--- config.mk ---
export PLATFORM = sky130hd
export DESIGN_NAME = bram_arbiter
export DESIGN_NICKNAME = d
export VERILOG_FILES = /design/src/rtl/bram_pkg.sv /design/src/rtl/bram_rr_pick.sv /design/src/rtl/bram_arbiter.sv
export SDC_FILE = /design/constraint.sdc
export NUM_CORES = 1
export LEC_CHECK = 0
export CAP_MARGIN = 15
export CELL_PAD_IN_SITES_DETAIL_PLACEMENT = 2
export CELL_PAD_IN_SITES_GLOBAL_PLACEMENT = 2
export CORE_ASPECT_RATIO = 1.75
export CORE_MARGIN = 3
export CORE_UTILIZATION = 11
export CTS_BUF_LIST = sky130_fd_sc_hd__clkbuf_8 sky130_fd_sc_hd__clkbuf_16
export DETAILED_ROUTE_END_ITERATION = 10
export GPL_ROUTABILITY_DRIVEN = 0
export PLACE_DENSITY_LB_ADDON = 0.12
export SETUP_SLACK_MARGIN = 0.3
export SLEW_MARGIN = 20
export SYNTH_ARGS = -nofsm -noshare
export SYNTH_HDL_FRONTEND = slang
export SYNTH_SLANG_ARGS = --single-unit
--- constraint.sdc ---
create_clock -name clk -period 1.6 [get_ports clk]
set_input_delay 0.16 -clock clk [delete_from_list [all_inputs] [get_ports clk]]
set_output_delay 0.16 -clock clk [all_outputs]
set_load 0.05 [all_outputs]
--- src/rtl/bram_pkg.sv ---
// bram_pkg: shared widths, requester ids, arbiter states and stats width for bram_arbiter
package bram_pkg;
  localparam int ADDR_W_DEF = 10;
  localparam int DATA_W_DEF = 32;
  localparam int STATS_W = 16;
  typedef enum logic {REQ_A, REQ_B} req_id_e;
  typedef enum logic [1:0] {IDLE, LOCK_A, LOCK_B} arb_state_e;
endpackage

--- src/rtl/bram_rr_pick.sv ---
// bram_rr_pick: two-way round-robin pick; a_valid/b_valid in, last_gnt in, one-hot a_pick/b_pick out
module bram_rr_pick
  import bram_pkg::*;
(
  input  logic    a_valid,
  input  logic    b_valid,
  input  req_id_e last_gnt,
  output logic    a_pick,
  output logic    b_pick
);
  always_comb begin
    a_pick = a_valid & (~b_valid | (last_gnt == REQ_B));
    b_pick = b_valid & (~a_valid | (last_gnt == REQ_A));
  end
endmodule

--- src/rtl/bram_arbiter.sv ---
// bram_arbiter: two-requester round-robin BRAM arbiter with burst lock; ports a_/b_ req/rsp, bram_* port, optional stats counters under BRAM_ARB_STATS_EN
module bram_arbiter
  import bram_pkg::*;
#(
  parameter int ADDR_W = ADDR_W_DEF,
  parameter int DATA_W = DATA_W_DEF
) (
  input  logic               clk,
  input  logic               rst_n,
  input  logic               a_req_valid,
  output logic               a_req_ready,
  input  logic               a_req_we,
  input  logic               a_req_lock,
  input  logic [ADDR_W-1:0]  a_req_addr,
  input  logic [DATA_W-1:0]  a_req_wdata,
  output logic               a_rsp_valid,
  output logic [DATA_W-1:0]  a_rsp_rdata,
  input  logic               b_req_valid,
  output logic               b_req_ready,
  input  logic               b_req_we,
  input  logic               b_req_lock,
  input  logic [ADDR_W-1:0]  b_req_addr,
  input  logic [DATA_W-1:0]  b_req_wdata,
  output logic               b_rsp_valid,
  output logic [DATA_W-1:0]  b_rsp_rdata,
`ifdef BRAM_ARB_STATS_EN
  output logic [STATS_W-1:0] a_grant_cnt,
  output logic [STATS_W-1:0] b_grant_cnt,
  output logic [STATS_W-1:0] conflict_cnt,
`endif
  output logic               bram_en,
  output logic               bram_we,
  output logic [ADDR_W-1:0]  bram_addr,
  output logic [DATA_W-1:0]  bram_wdata,
  input  logic [DATA_W-1:0]  bram_rdata
);
  arb_state_e state_q, state_d;
  req_id_e    last_gnt_q, last_gnt_d;
  logic       a_rsp_valid_q, a_rsp_valid_d, b_rsp_valid_q, b_rsp_valid_d;
  logic       a_pick, b_pick, a_acc, b_acc;
  bram_rr_pick u_pick (
    .a_valid (a_req_valid),
    .b_valid (b_req_valid),
    .last_gnt(last_gnt_q),
    .a_pick  (a_pick),
    .b_pick  (b_pick)
  );
  // ready is gated by rst_n so nothing is accepted or driven while reset is asserted
  always_comb begin
    a_req_ready = rst_n & ((state_q == LOCK_A) ? a_req_valid : (state_q == LOCK_B) ? 1'b0 : a_pick);
    b_req_ready = rst_n & ((state_q == LOCK_B) ? b_req_valid : (state_q == LOCK_A) ? 1'b0 : b_pick);
    a_acc = a_req_valid & a_req_ready;
    b_acc = b_req_valid & b_req_ready;
    bram_en = a_acc | b_acc;
    bram_we = a_acc ? a_req_we : b_acc & b_req_we;
    bram_addr = a_acc ? a_req_addr : b_acc ? b_req_addr : '0;
    bram_wdata = a_acc ? a_req_wdata : b_acc ? b_req_wdata : '0;
    last_gnt_d = a_acc ? REQ_A : b_acc ? REQ_B : last_gnt_q;
    // while locked, dropping lock ends the burst whether or not the holder issues a beat
    state_d = (state_q == LOCK_A) ? (a_req_lock ? LOCK_A : IDLE) :
              (state_q == LOCK_B) ? (b_req_lock ? LOCK_B : IDLE) :
              (a_acc & a_req_lock) ? LOCK_A :
              (b_acc & b_req_lock) ? LOCK_B : IDLE;
    a_rsp_valid_d = a_acc & ~a_req_we;
    b_rsp_valid_d = b_acc & ~b_req_we;
    a_rsp_valid = a_rsp_valid_q;
    b_rsp_valid = b_rsp_valid_q;
    a_rsp_rdata = a_rsp_valid_q ? bram_rdata : '0;
    b_rsp_rdata = b_rsp_valid_q ? bram_rdata : '0;
  end
  always_ff @(posedge clk or negedge rst_n) begin
    if (!rst_n) begin
      state_q <= IDLE;
      last_gnt_q <= REQ_A;
      a_rsp_valid_q <= 1'b0;
      b_rsp_valid_q <= 1'b0;
    end else begin
      state_q <= state_d;
      last_gnt_q <= last_gnt_d;
      a_rsp_valid_q <= a_rsp_valid_d;
      b_rsp_valid_q <= b_rsp_valid_d;
    end
  end
`ifdef BRAM_ARB_STATS_EN
  logic [STATS_W-1:0] a_cnt_q, a_cnt_d, b_cnt_q, b_cnt_d, cf_cnt_q, cf_cnt_d;
  always_comb begin
    a_cnt_d = (a_acc && a_cnt_q != '1) ? a_cnt_q + STATS_W'(1) : a_cnt_q;
    b_cnt_d = (b_acc && b_cnt_q != '1) ? b_cnt_q + STATS_W'(1) : b_cnt_q;
    cf_cnt_d = (a_req_valid && b_req_valid && bram_en && cf_cnt_q != '1) ? cf_cnt_q + STATS_W'(1) : cf_cnt_q;
    a_grant_cnt = a_cnt_q;
    b_grant_cnt = b_cnt_q;
    conflict_cnt = cf_cnt_q;
  end
  always_ff @(posedge clk or negedge rst_n) begin
    if (!rst_n) begin
      a_cnt_q <= '0;
      b_cnt_q <= '0;
      cf_cnt_q <= '0;
    end else begin
      a_cnt_q <= a_cnt_d;
      b_cnt_q <= b_cnt_d;
      cf_cnt_q <= cf_cnt_d;
    end
  end
`endif
endmodule

# --- After elaboration in Yosys (flattened, before gate mapping) ---
# Index checks and enable logic that the tools add are counted.
# Widths: inputs -> output; s select.
word_totals:
  ff_bits: 5
  latch_bits: 0
  ramBits: 0
  romBits: 0
  inputBits: 124
  n_memories: 0
classes:
  n_addsub: 0
  n_mul: 0
  div: 0
  order_cmp: 0
  eq_ne: 2
  shifts: 0
  n_mux: 19
  bitwise_logic: 19
  reduce_logical: 1
ops:
  columns: ["cell", "count"]
  rows:
  - ["$mux 32", 4]
  - ["$mux 10", 2]
  - ["$and 1x1->1", 11]
  - ["$mux 2", 5]
  - ["$mux 1", 8]
  - ["$not 1->1", 5]
  - ["$or 1x1->1", 3]
  - ["$eq 2x1->1 const B", 1]
  - ["$eq 2x2->1 const B", 1]
  - ["$reduce_bool 2->1", 1]

# --- Longest topological paths before layout ---
depth:
  word_depth: 12
  ltp_mapped: 5
  mapped_depth_nobuf: 3

# --- Modules after synthesis ---
# A second synthesis with hierarchy kept.
unflattened:
  cells_unflattened: 163
  area_unflattened_um2: 1252.5
by_module_without_submodules:
  columns: ["mod", "n_inst", "cells_each", "area_each_um2", "seq_area_each_um2"]
  rows:
  - ["bram_arbiter", 1, 160, 1233.7, 125.1]
  - ["bram_rr_pick", 1, 3, 18.8, 0.0]

# --- Worst setup path before layout ---
# OpenSTA, ideal clock, no wires.
synth_timing:
  kind: "register to output"
  from: "register state_q[1]"
  to: "output bram_addr[0]"
  arrival_time_ns: 2.120
  required_ns: 1.440
  setup_slack_ns: -0.680
  stages_incl_launch_ff: 4
  path_buffers: 1
  path_cell_list: "dfrtp_1 buf_2 maj3_4 o32ai_1"
synth_between:
  elab_chain_len: 7
  word_cells_on_any_way: 12
  classes_between: "eq/ne: 2; mux: 6; bitwise: 4"
synth_lines:
  columns: ["element", "line", "source"]
  rows:
  - ["start, declared", "bram_arbiter.sv:37", "arb_state_e state_q, state_d;"]
  - ["start signal, assigned", "bram_arbiter.sv:78", "state_q <= state_d;"]
  - ["$eq 2x1->1", "bram_arbiter.sv:50, bram_arbiter.sv:51", null]
  - ["$mux 1 (2 in a row)", "bram_arbiter.sv:51", "b_req_ready = rst_n & ((state_q == LOCK_B) ? b_req_valid : (state_q == LOCK_A) ? 1'b0 : b_pick);"]
  - ["$and 1x1->1", "bram_arbiter.sv:51", null]
  - ["$and 1x1->1", "bram_arbiter.sv:53", "b_acc = b_req_valid & b_req_ready;"]
  - ["$mux 10", "bram_arbiter.sv:56", "bram_addr = a_acc ? a_req_addr : b_acc ? b_req_addr : '0;"]
  - ["$mux 10 (*)", "bram_arbiter.sv:56", null]
  - ["end, declared", "bram_arbiter.sv:33", "output logic [ADDR_W-1:0] bram_addr,"]
# Every way passes the cells marked *; elsewhere a longest branch is shown, timed or not.

# --- Worst setup path in the final report ---
layout_timing:
  from: "register state_q[0]"
  to: "output bram_wdata[30]"
layout_between:
  elab_chain_len: 7
  word_cells_on_any_way: 12
  classes_between: "eq/ne: 2; mux: 6; bitwise: 4"
layout_lines:
  columns: ["element", "line", "source"]
  rows:
  - ["$eq 2x1->1", "bram_arbiter.sv:50, bram_arbiter.sv:51", null]
  - ["$mux 1 (2 in a row)", "bram_arbiter.sv:51", null]
  - ["$and 1x1->1", "bram_arbiter.sv:51", null]
  - ["$and 1x1->1", "bram_arbiter.sv:53", null]
  - ["$mux 32", "bram_arbiter.sv:57", "bram_wdata = a_acc ? a_req_wdata : b_acc ? b_req_wdata : '0;"]
  - ["$mux 32 (*)", "bram_arbiter.sv:57", null]
  - ["end, declared", "bram_arbiter.sv:34", "output logic [DATA_W-1:0] bram_wdata,"]
# Marked as above.

==> flow_summary_export.csv <==
group,metric,value,unit
die,initial_core_util,11.4,%
worst_setup_path,path_cells,"buf_6 > and3b_2 > a22oi_4 > buf_4 > buf_12 > o32ai_4 > buf_6",
detailed_routing,drtIter0Drc,30,
worst_setup_path,crit_end,"bram_wdata[30]",
die,die_w,105,um
synth,synth_warnings,0,
worst_setup_path,r2r_cells,8,
die,die_h,179,um
sta,skew,0.983,ps
finish,antenna_cells,0,
sta,fmax,0.518,GHz
worst_setup_path,r2r_start,"state_q[0]$_DFF_PN0_",
detailed_routing,antenna_left,0,
power,p_clk_share,9.7,%
sta,tightest_slew,250,ps
run,cap_violations,0,
synth,synth-seq-area-share,6.64,%
finish,finalNetCount,654,
global_route,grt_pass1_vias,3324,
worst_setup_path,startpoint,"state_q[0]$_DFF_PN0_",
finish,area_delta_synth_final,263,%
clocking,clock_latency,230,ps
run_status,outcome,"finished with violations",
sta,relSlewSlack,83.4,%
detailed_routing,post_drt_wl_per_cell,18.1,um
sta,period_needed,1930,ps
power,p_sw,1.97,mW
power,power_density,608,mW/mm^2
worst_setup_path,crit_top_cell,"buf_6",
finish,filler_cell_count,1771,
worst_setup_path,endpoint_kind,"primary output",
clocking,holdBufCountCts,0,
clocking,clock_tree.buffer_depth,2,
detailed_routing,viasPerCell,3.82,
power,seq_power_share,4.5,%
sta,fin_crit_sh,121,%
finish,fin_area,0.00685,sq mm
die,dieArea,0.0188,sq mm
power,intPower,2.19,mW
worst_setup_path,cp_data_required_time,1440,ps
finish,drive_gt1_share,57.1,%
sta,setup_viol,45,
place,place.detailed.hpwl,10.1,mm
synth,syn_inst,248,
worst_setup_path,startpoint_type,"register",
sta,slew_viol_final,0,
sta,rsz0062_at_grt,"true",
power,leakagePower,2.89,nW
worst_setup_path,cp_max_fo,9,
synth,syn-num-nets,372,
worst_setup_path,crit_family,"buffers and inverters",
global_route,antenna_found_initial,0,
run_status,violations,"negative setup slack",
sta,fin_ws,-329,ps
detailed_routing,vias,2876,
detailed_routing,drc,0,
place,dpl_cell_area,0.00576,sq mm
detailed_routing,wirelength,13.7,mm
global_route,grt-ovfl-total,0,
min_path,hold_path.class,"in2async",
sta,hold_violations,0,
worst_setup_path,cp_slowest_stage_delay,390,ps
clocking,cts_sinks,5,
clocking,cts_tree,"yes",
place,pre_cts_slack,-470,ps
clocking,cts_htree_levels,1,
worst_setup_path,r2r-end,"b_rsp_valid$_DFF_PN0_",
die,core,0.0166,sq mm
global_route,track_usage,13.7,%
power,p_sw_share,47.4,%
global_route,grt_max_degree,19,
synth,ys_seq_elements,5,
worst_setup_path,cp_num_cells,7,
worst_setup_path,slowest_stage,"dfrtp_2",
worst_setup_path,worstSetupPathType,"reg2out",
die,rows,62,
power,ir_drop,0.384,mV
global_route,grt_first_pass_wirelength,20.0,mm
power,combPwrFrac,85.8,%
worst_setup_path,worstPathArrival,1770,ps
synth,syn_avg_cell_area,7.60,sq um
clocking,root_buffer,"clkbuf_16",
place,numPortBuffers,235,
synth,syn_area,0.00188,sq mm
synth,ys_types,27,
clocking,clk_pin_slew,30,ps
worst_setup_path,regToRegSetupSlack,10,ps
detailed_routing,drtPass1Iterations,4,
clocking,cts_inserted_buffers,3,
die,pin_count,236,
worst_setup_path,critical_path_buf_inv_count,4,
## synthesized netlist by cell type
cell type	instances	area share (%)
nor2_1	2	0.40
and3b_1	1	0.46
nor4b_1	1	0.46
nor2b_2	1	0.46
nand3b_1	1	0.40
nand4_1	1	0.33
maj3_4	1	0.73
o32ai_4	4	5.8
o31ai_1	1	0.40
a22oi_4	1	1.1
a21boi_0	1	0.40
nand3_1	1	0.27
nor3_1	1	0.27
o22ai_1	1	0.33
a31o_2	1	0.46
nand2_1	3	0.60
a21oi_1	3	0.80
dfrtp_1	5	6.6
o32ai_1	5	2.3
o21ai_0	4	1.1
buf_1	2	0.40
inv_1	90	18
buf_2	3	0.80
and2_1	65	22
o32ai_2	34	29
buf_6	8	4.8
clkbuf_1	7	1.4
## cell families (layout without fill, tap and decap cells)
| kind of cell | count (synthesis) | in the layout | synth area share [%] |
|---|---|---|---|
| buffers and inverters | 110 | 391 | 25.3 |
| and+or+nand+nor | 77 | 77 | 25.2 |
| AOI/OAI and AO/OA | 55 | 55 | 42.1 |
| adders and majority gates | 1 | 1 | 0.730 |
| DFF | 5 | 5 | 6.64 |
## power by group through the flow
stage                     Sequential [mW]  Combinational [mW]  Clock, mW
after global placement              0.183                2.94          0
after detailed placement            0.184                2.98          0
final                               0.189                3.57      0.402
after CTS                           0.185                3.50      0.411
after global routing                0.195                3.75      0.421
after floorplan                     0.186                1.84          0
## per-layer routing
layer,global-route usage (%),vias up,share of wire (%)
met1,11.8,1367,28
li1,-,1358,-
met3,4.25,4,7.7
met4,0.821,0,0.25
met5,0,-,0
met2,30.9,147,64
## cells in the final DEF, fill, tap and decap left out
master / netlist / routed
buf_12: 0 / 79
maj3_4: 1 / 1
a22oi_4: 1 / 1
inv_1: 90 / 89
nor2b_2: 1 / 1
clkdlybuf4s50_1: 0 / 120
o31ai_4: 0 / 1
dfrtp_2: 0 / 5
inv_6: 0 / 1
buf_4: 0 / 17
a31o_2: 1 / 1
and3b_2: 0 / 1
dlygate4sd2_1: 0 / 3
o22ai_1: 1 / 1
buf_6: 8 / 61
buf_8: 0 / 3
clkbuf_16: 0 / 6
o21ai_0: 4 / 4
buf_16: 0 / 11
nand4_1: 1 / 1
o32ai_4: 4 / 43
nor3_1: 1 / 1
and2_1: 65 / 1
a21boi_1: 0 / 1
inv_2: 0 / 1
nand2_1: 3 / 2
nand3b_1: 1 / 1
a21oi_2: 0 / 1
nand3_1: 1 / 1
nor2_4: 0 / 2
nand2_4: 0 / 1
nor4b_2: 0 / 1
and2_4: 0 / 64
a21oi_1: 3 / 2
## state kept, by name, summed over array words and instances (netlist names)
name,flops
state_q,2
b_rsp_valid,1
a_rsp_valid,1
last_gnt_q,1
## worst register-to-register path, stage by stage, from the launching register on
cell,delay [ps]
dfrtp_2,390
buf_6,100
and3b_2,210
a22oi_4,240
buf_6,170
clkbuf_16,150
buf_6,100
buf_6,90
nor2_4,30
## worst min-delay path by stage
stage	slack, ps	startpoint	endpoint	cells after the start
after floorplan	-140	rst_n	a_rsp_valid$_DFF_PN0_	0
after global placement	560	rst_n	last_gnt_q$_DFFE_PN0P_	2
after detailed placement	570	rst_n	last_gnt_q$_DFFE_PN0P_	2
after CTS	70	rst_n	state_q[1]$_DFF_PN0_	2
after global routing	90	rst_n	state_q[1]$_DFF_PN0_	2
final	60	rst_n	state_q[1]$_DFF_PN0_	2
## area by class of cell
| type | count | area, sq um | area share (%) |
|---|---|---|---|
| repair buffers | 297 | 4050 | 59.1 |
| multi-input cells | 133 | 1970 | 28.7 |
| inverters | 90 | 343 | 5.01 |
| well taps | 224 | 280 | 4.09 |
| flip-flops and latches | 5 | 131 | 1.92 |
| clock buffers | 3 | 75.1 | 1.10 |
| clock inverters | 1 | 3.75 | 0.0548 |
## through the flow
stage / util (%) / cells / hold slack [ps] / power, mW / setup TNS, ps
global route: 41.2 / 753 / 88.5 / 4.36 / -17010
CTS: 40.1 / 746 / 74.8 / 4.09 / -15070
global placement: 34.7 / 713 / 557 / 3.12 / -18520
finish: 41.2 / 753 / 57.9 / 4.16 / -13190
detailed placement: 34.7 / 713 / 570 / 3.16 / -19380
floorplan: - / 248 / -136 / 2.02 / -6260
## what timing repair did
item	in CTS	in global routing
endpoints found under the setup margin	104	115
setup buffers	18	4
pin swaps	18	21
gates resized for setup	142	23
gates cloned	11	3
endpoints found under the hold margin	0	0
Note: power is estimated with default switching activity, not from simulation.
==> RTL edit 1, RTL diff (same settings) <==
Re-encode `arb_state_e` (3 states) as one-hot, 3 bits wide.
--- a/src/rtl/bram_pkg.sv
+++ b/src/rtl/bram_pkg.sv
@@ -6,3 +6,3 @@
   typedef enum logic {REQ_A, REQ_B} req_id_e;
-  typedef enum logic [1:0] {IDLE, LOCK_A, LOCK_B} arb_state_e;
+  typedef enum logic [2:0] {IDLE = 3'b001, LOCK_A = 3'b010, LOCK_B = 3'b100} arb_state_e;
 endpackage
Check against the original RTL: no difference found for any inputs over 10 cycles, from zero or initial values and one cycle with rst_n low; not proved beyond that.
==> RTL edit 1 against the original RTL <==
Power decreased by 12%; design area fell by 9.0%; routed wire length is 18% higher; area after synthesis down 38%; combinational power shrank 16%; sequential cell count is 1 higher; count of clock-buffer cells in the layout did not move; the flow still finishes with violations (setup timing); setup slack worse by 0.24 ns; critical path type unchanged; sequential power rose by 5%; largest power group unchanged.
==> RTL edit 1: results (changes against the original RTL) <==
{
  "pwr": {
    "total_leakage_power": {"value": 0.002695, "unit": "uW", "change": "-6.6%"},
    "power.ir.vdd_worst": {"value": 0.0004339, "unit": "V", "change": "+13%"}
  },
  "routing": {
    "vias_per_cell": {"value": 4.494, "change": "+18%"},
    "post_drt_wl_per_cell": {"value": 28.70, "unit": "um", "change": "+58%"},
    "detailroute.wirelength.met2": {"value": 9.240, "unit": "mm", "change": "+5.3%"},
    "wl_met3": {"value": 1.651, "unit": "mm", "change": "+57%"},
    "wl_met1": {"value": 5.045, "unit": "mm", "change": "+33%"},
    "dr.first_iter.drc_count": {"value": 41, "change": "+37%"}
  },
  "critical_path": {
    "critical_path.reg2reg.startpoint": "state_q[0]",
    "timing.reg2reg.setup_slack": {"value": -0.16, "unit": "ns", "change": "-0.17 ns"},
    "critical_path_arrival": {"value": 2.01, "unit": "ns", "change": "+0.24 ns"},
    "critPathSlowestCell": "dfstp_2",
    "timing.rr.end": "last_gnt_q",
    "path_max_fanout": {"value": 7, "change": "-2"},
    "slowest_delay": {"value": 0.55, "unit": "ns", "change": "+0.16 ns"},
    "reg2regPathDepth": {"value": 7, "change": "-1"}
  },
  "synthesis": {
    "yosys-top-cells-count": "64 x and2_1, 43 x a22o_1, 6 x clkbuf_1, 5 x dfrtp_1",
    "synthesis.nets": {"value": 277, "change": "-26%"},
    "synth-seq-area-share": {"value": 12.93, "unit": "%", "change": "+6.3 points"},
    "leading_post_synthesis_cells_by_cell_area": "and2_1 34%, a22o_1 32%, dfrtp_1 11%",
    "synth_ff_type": "dfrtp_1",
    "post_synth_fa_ha_maj_area_fraction": {"value": 0, "unit": "%", "change": "-0.73 points"},
    "synth_compound_gate_area_share": {"value": 36.65, "unit": "%", "change": "-5.5 points"}
  },
  "sta": {
    "finalHoldWorstSlack": {"value": 0.3822, "unit": "ns", "change": "+0.3243 ns"},
    "setup_ws": {"value": -0.5656, "unit": "ns", "change": "-0.2363 ns"},
    "max_slew.worst_pin.slew": {"value": 0.3431, "unit": "ns", "change": "+0.09346 ns"},
    "fin_worst_skew": {"value": 0.004665, "unit": "ns", "change": "+0.003681 ns"},
    "timing.final.setup_violations": {"value": 51, "change": "+13%"}
  },
  "global_route": {
    "wire_length_of_the_first_global_routing_pass": {"value": 18.96, "unit": "mm", "change": "-5.0%"},
    "grt_antenna_before_repair": {"value": 2, "change": "+2"},
    "grt_max_degree": {"value": 25, "change": "+6"},
    "via_count_of_the_first_global_routing_pass": {"value": 2954, "change": "-11%"},
    "globalRouteTotalUtil": {"value": 20.70, "unit": "%", "change": "+7.0 points"}
  },
  "placement": {
    "dpl.hpwl": {"value": 9.740, "unit": "mm", "change": "-3.7%"}
  },
  "cells_and_area": {
    "layout-drive-gt1-share": {"value": 69.12, "unit": "%", "change": "+12 points"},
    "nNetsFinal": {"value": 559, "change": "-15%"}
  },
  "status": {
    "run_status": "finished with violations",
    "failed_checks": "setup timing"
  },
  "clock_tree": {
    "insertion_delay": {"value": 0.25, "unit": "ns", "change": "+0.02 ns"},
    "clockBufferDepth": {"value": 2, "change": "unchanged"}
  }
}
RTL edit 1: critical path: cells and delay by family, from the launching register on:
family	cells	cell delay [ns]
compound gates	2	0.24
buf+inv	3	0.48
flops	1	0.55
simple gates	2	0.47
RTL edit 1: where the power goes:
| group | switching (uW) | leakage [uW] | internal [uW] |
|---|---|---|---|
| Combinational | 1380 | 0.00258 | 1620 |
| Sequential | 28.8 | 0.0000718 | 170 |
| Clock | 136 | 0.0000423 | 328 |
| Total | 1550 | 0.00270 | 2120 |
RTL edit 1: repair_timing:
item                                    4_1_cts  5_1_grt
pin swaps                                    15        7
gates resized for setup                      90       28
setup buffers                                13       11
gates cloned                                  6        3
endpoints found under the setup margin      118      118
RTL edit 1: final cells by class:
cell class	count	area, um2
clock buffer	3	75.07
clock inverter	1	3.754
multi-input combinational	130	1540
fill	852	4134
inverter	1	3.754
antenna	2	5.005
timing repair buffer	293	4280
tap	127	158.9
sequential	6	160.2
RTL edit 1: logic make-up (layout without fill, tap and decap cells):
kind of cell / after synthesis / after routing
buffers and inverters: 17 / 298
AO/OA/AOI/OAI: 50 / 50
other: 0 / 2
AND/OR/NAND/NOR: 80 / 80
flip-flops: 6 / 6
RTL edit 1: per-stage QoR:
stage	instance area, um2	cells	power, uW	util [%]	setup WS [ns]
after floorplan	1653	153	1401	-	-0.1144
after global placement	5379	524	2735	51.91	-0.4427
after detailed placement	5379	524	2776	51.91	-0.4817
after CTS	5951	547	3422	57.43	-0.4938
after global routing	6227	563	3782	60.10	-0.6042
final	6227	563	3663	60.10	-0.5656
RTL edit 1: routing by layer:
| metal | track usage, % | vias to the layer above |
|---|---|---|
| met2 | 40.54 | 203 |
| met1 | 20.36 | 1201 |
| met3 | 9.038 | 13 |
| met5 | 0 | - |
| met4 | 2.797 | 0 |
| li1 | - | 1113 |
==> RTL edit 2, RTL diff (config.mk and constraints unchanged) <==
Made on the original files. `ADDR_W_DEF`: 10 -> 9.
--- a/src/rtl/bram_pkg.sv
+++ b/src/rtl/bram_pkg.sv
@@ -2,3 +2,3 @@
 package bram_pkg;
-  localparam int ADDR_W_DEF = 10;
+  localparam int ADDR_W_DEF = 9;
   localparam int DATA_W_DEF = 32;
Interface: changed (resized a_req_addr, b_req_addr and bram_addr); port bits go from 236 to 233. No check against the original RTL was run, so the function may have changed too.
==> RTL edit 2 against the original RTL <==
The run still ends with setup timing left; routed wire length fell by 8.7%; area after synthesis fell by 3.0%; core utilization fell by 0.79 points; power fell by 3.7%; sequential cell count did not move; die area fell by 2.8%; setup slack got worse by 0.011 ns; worst hold slack improved by 0.22 ns; design area fell by 4.9%; critical endpoint is now bram_wdata[6]; largest cell class unchanged; largest power group unchanged.
==> RTL edit 2: results (changes against the original RTL) <==
{
  "status": {
    "run_status": "finished with violations",
    "failed_checks": "setup timing"
  },
  "clock_tree": {
    "cts_resized": {"value": 114, "change": "-20%"},
    "post-cts-setup-buffers": {"value": 4, "change": "-14"}
  },
  "sta": {
    "timing.setup.tns": {"value": -12.87, "unit": "ns", "change": "+0.3277 ns"},
    "finalHoldWorstSlack": {"value": 0.2810, "unit": "ns", "change": "+0.2232 ns"},
    "fin_worst_skew": {"value": 0.0002959, "unit": "ns", "change": "-0.0006875 ns"},
    "max_slew.worst_pin.slew": {"value": 0.2613, "unit": "ns", "change": "+0.01171 ns"},
    "timing.final.setup_violations": {"value": 45, "change": "unchanged"},
    "setup_ws": {"value": -0.3405, "unit": "ns", "change": "-0.01119 ns"}
  },
  "global_route": {
    "globalRouteMet2Util": {"value": 24.87, "unit": "%", "change": "-6.1 points"},
    "via_count_of_the_first_global_routing_pass": {"value": 3242, "change": "-2.5%"},
    "globalRouteMet1Util": {"value": 11.97, "unit": "%", "change": "+0.22 points"},
    "grt_max_degree": {"value": 34, "change": "+15"},
    "globalRouteTotalUtil": {"value": 12.14, "unit": "%", "change": "-1.6 points"},
    "wire_length_of_the_first_global_routing_pass": {"value": 17.30, "unit": "mm", "change": "-13%"}
  },
  "routing": {
    "dr.first_iter.drc_count": {"value": 52, "change": "+73%"},
    "vias": {"value": 2848, "change": "-0.97%"},
    "post_drt_wl_per_cell": {"value": 17.19, "unit": "um", "change": "-5.2%"}
  },
  "critical_path": {
    "reg2regPathDepth": {"value": 6, "change": "-2"},
    "timing.critical_path.from": "last_gnt_q",
    "path_max_fanout": {"value": 19, "change": "+10"}
  },
  "placement": {
    "port-buffer-count": {"value": 232, "change": "-1.3%"},
    "dpl.hpwl": {"value": 9.928, "unit": "mm", "change": "-1.9%"},
    "preCtsSetupSlack": {"value": -0.5291, "unit": "ns", "change": "-0.05861 ns"},
    "placed_cells": {"value": 701, "change": "-1.7%"}
  },
  "synthesis": {
    "yosys-top-cells-count": "88 x inv_1, 65 x and2_1, 37 x o32ai_2, 9 x clkbuf_1, 8 x buf_6",
    "synthesis.instances": {"value": 244, "change": "-1.6%"}
  },
  "cells_and_area": {
    "nNetsFinal": {"value": 628, "change": "-4.0%"},
    "fillerInstances": {"value": 1660, "change": "-6.3%"}
  },
  "pwr": {
    "power.ir.vdd_worst": {"value": 0.0002854, "unit": "V", "change": "-26%"},
    "total_leakage_power": {"value": 0.002724, "unit": "uW", "change": "-5.6%"}
  }
}
-- RTL edit 2: how the worst min path moves through the flow --
stage,from,end,depth (start not counted)
after floorplan,rst_n,a_rsp_valid,0
after global placement,rst_n,state_q[1],2
after detailed placement,rst_n,state_q[1],2
after CTS,rst_n,state_q[1],2
after global routing,rst_n,b_rsp_valid,2
final,rst_n,last_gnt_q,2
-- RTL edit 2: metal layers --
layer | wire length [um] | vias to the layer above
met3 | 1012 | 6
met2 | 7523 | 159
met1 | 3814 | 1377
met5 | 0 | -
met4 | 113 | 0
li1 | - | 1306
-- RTL edit 2: kinds of logic (layout without fill, tap and decap cells) --
group	after synthesis	after routing	synth area share, %
AOI/OAI and AO/OA	54	54	41.07
adders and majority gates	1	1	0.7527
buffers and inverters	107	368	25.32
DFF	5	5	6.845
and+or+nand+nor	77	77	26.01
-- RTL edit 2: power breakdown --
group	switching [uW]	internal, uW
Clock	80.2	324
Combinational	1790	1620
Sequential	45.9	152
Total	1910	2100
-- RTL edit 2: area by class of cell --
type / instances / area (um2) / share of cell area [%]
well taps: 220 / 275.3 / 4.226
multi-input cells: 132 / 1948 / 29.91
clock buffers: 3 / 75.07 / 1.153
repair buffers: 276 / 3747 / 57.53
flip-flops and latches: 5 / 131.4 / 2.017
clock inverters: 1 / 3.754 / 0.05763
inverters: 88 / 332.8 / 5.109
-- RTL edit 2: stage by stage --
| step | area [um2] | total power (uW) |
|---|---|---|
| after CTS | 6267 | 3951 |
| after global routing | 6514 | 4203 |
| after global placement | 5772 | 3147 |
| final | 6514 | 4007 |
| after detailed placement | 5772 | 3194 |
| after floorplan | 2415 | 2017 |
-- RTL edit 2: critical path, cell delays in order, from the launching register on --
cell     delay [ns]
dfrtp_2        0.43
nor2b_4        0.06
maj3_4         0.38
buf_12         0.20
o32ai_4        0.26
buf_6          0.20
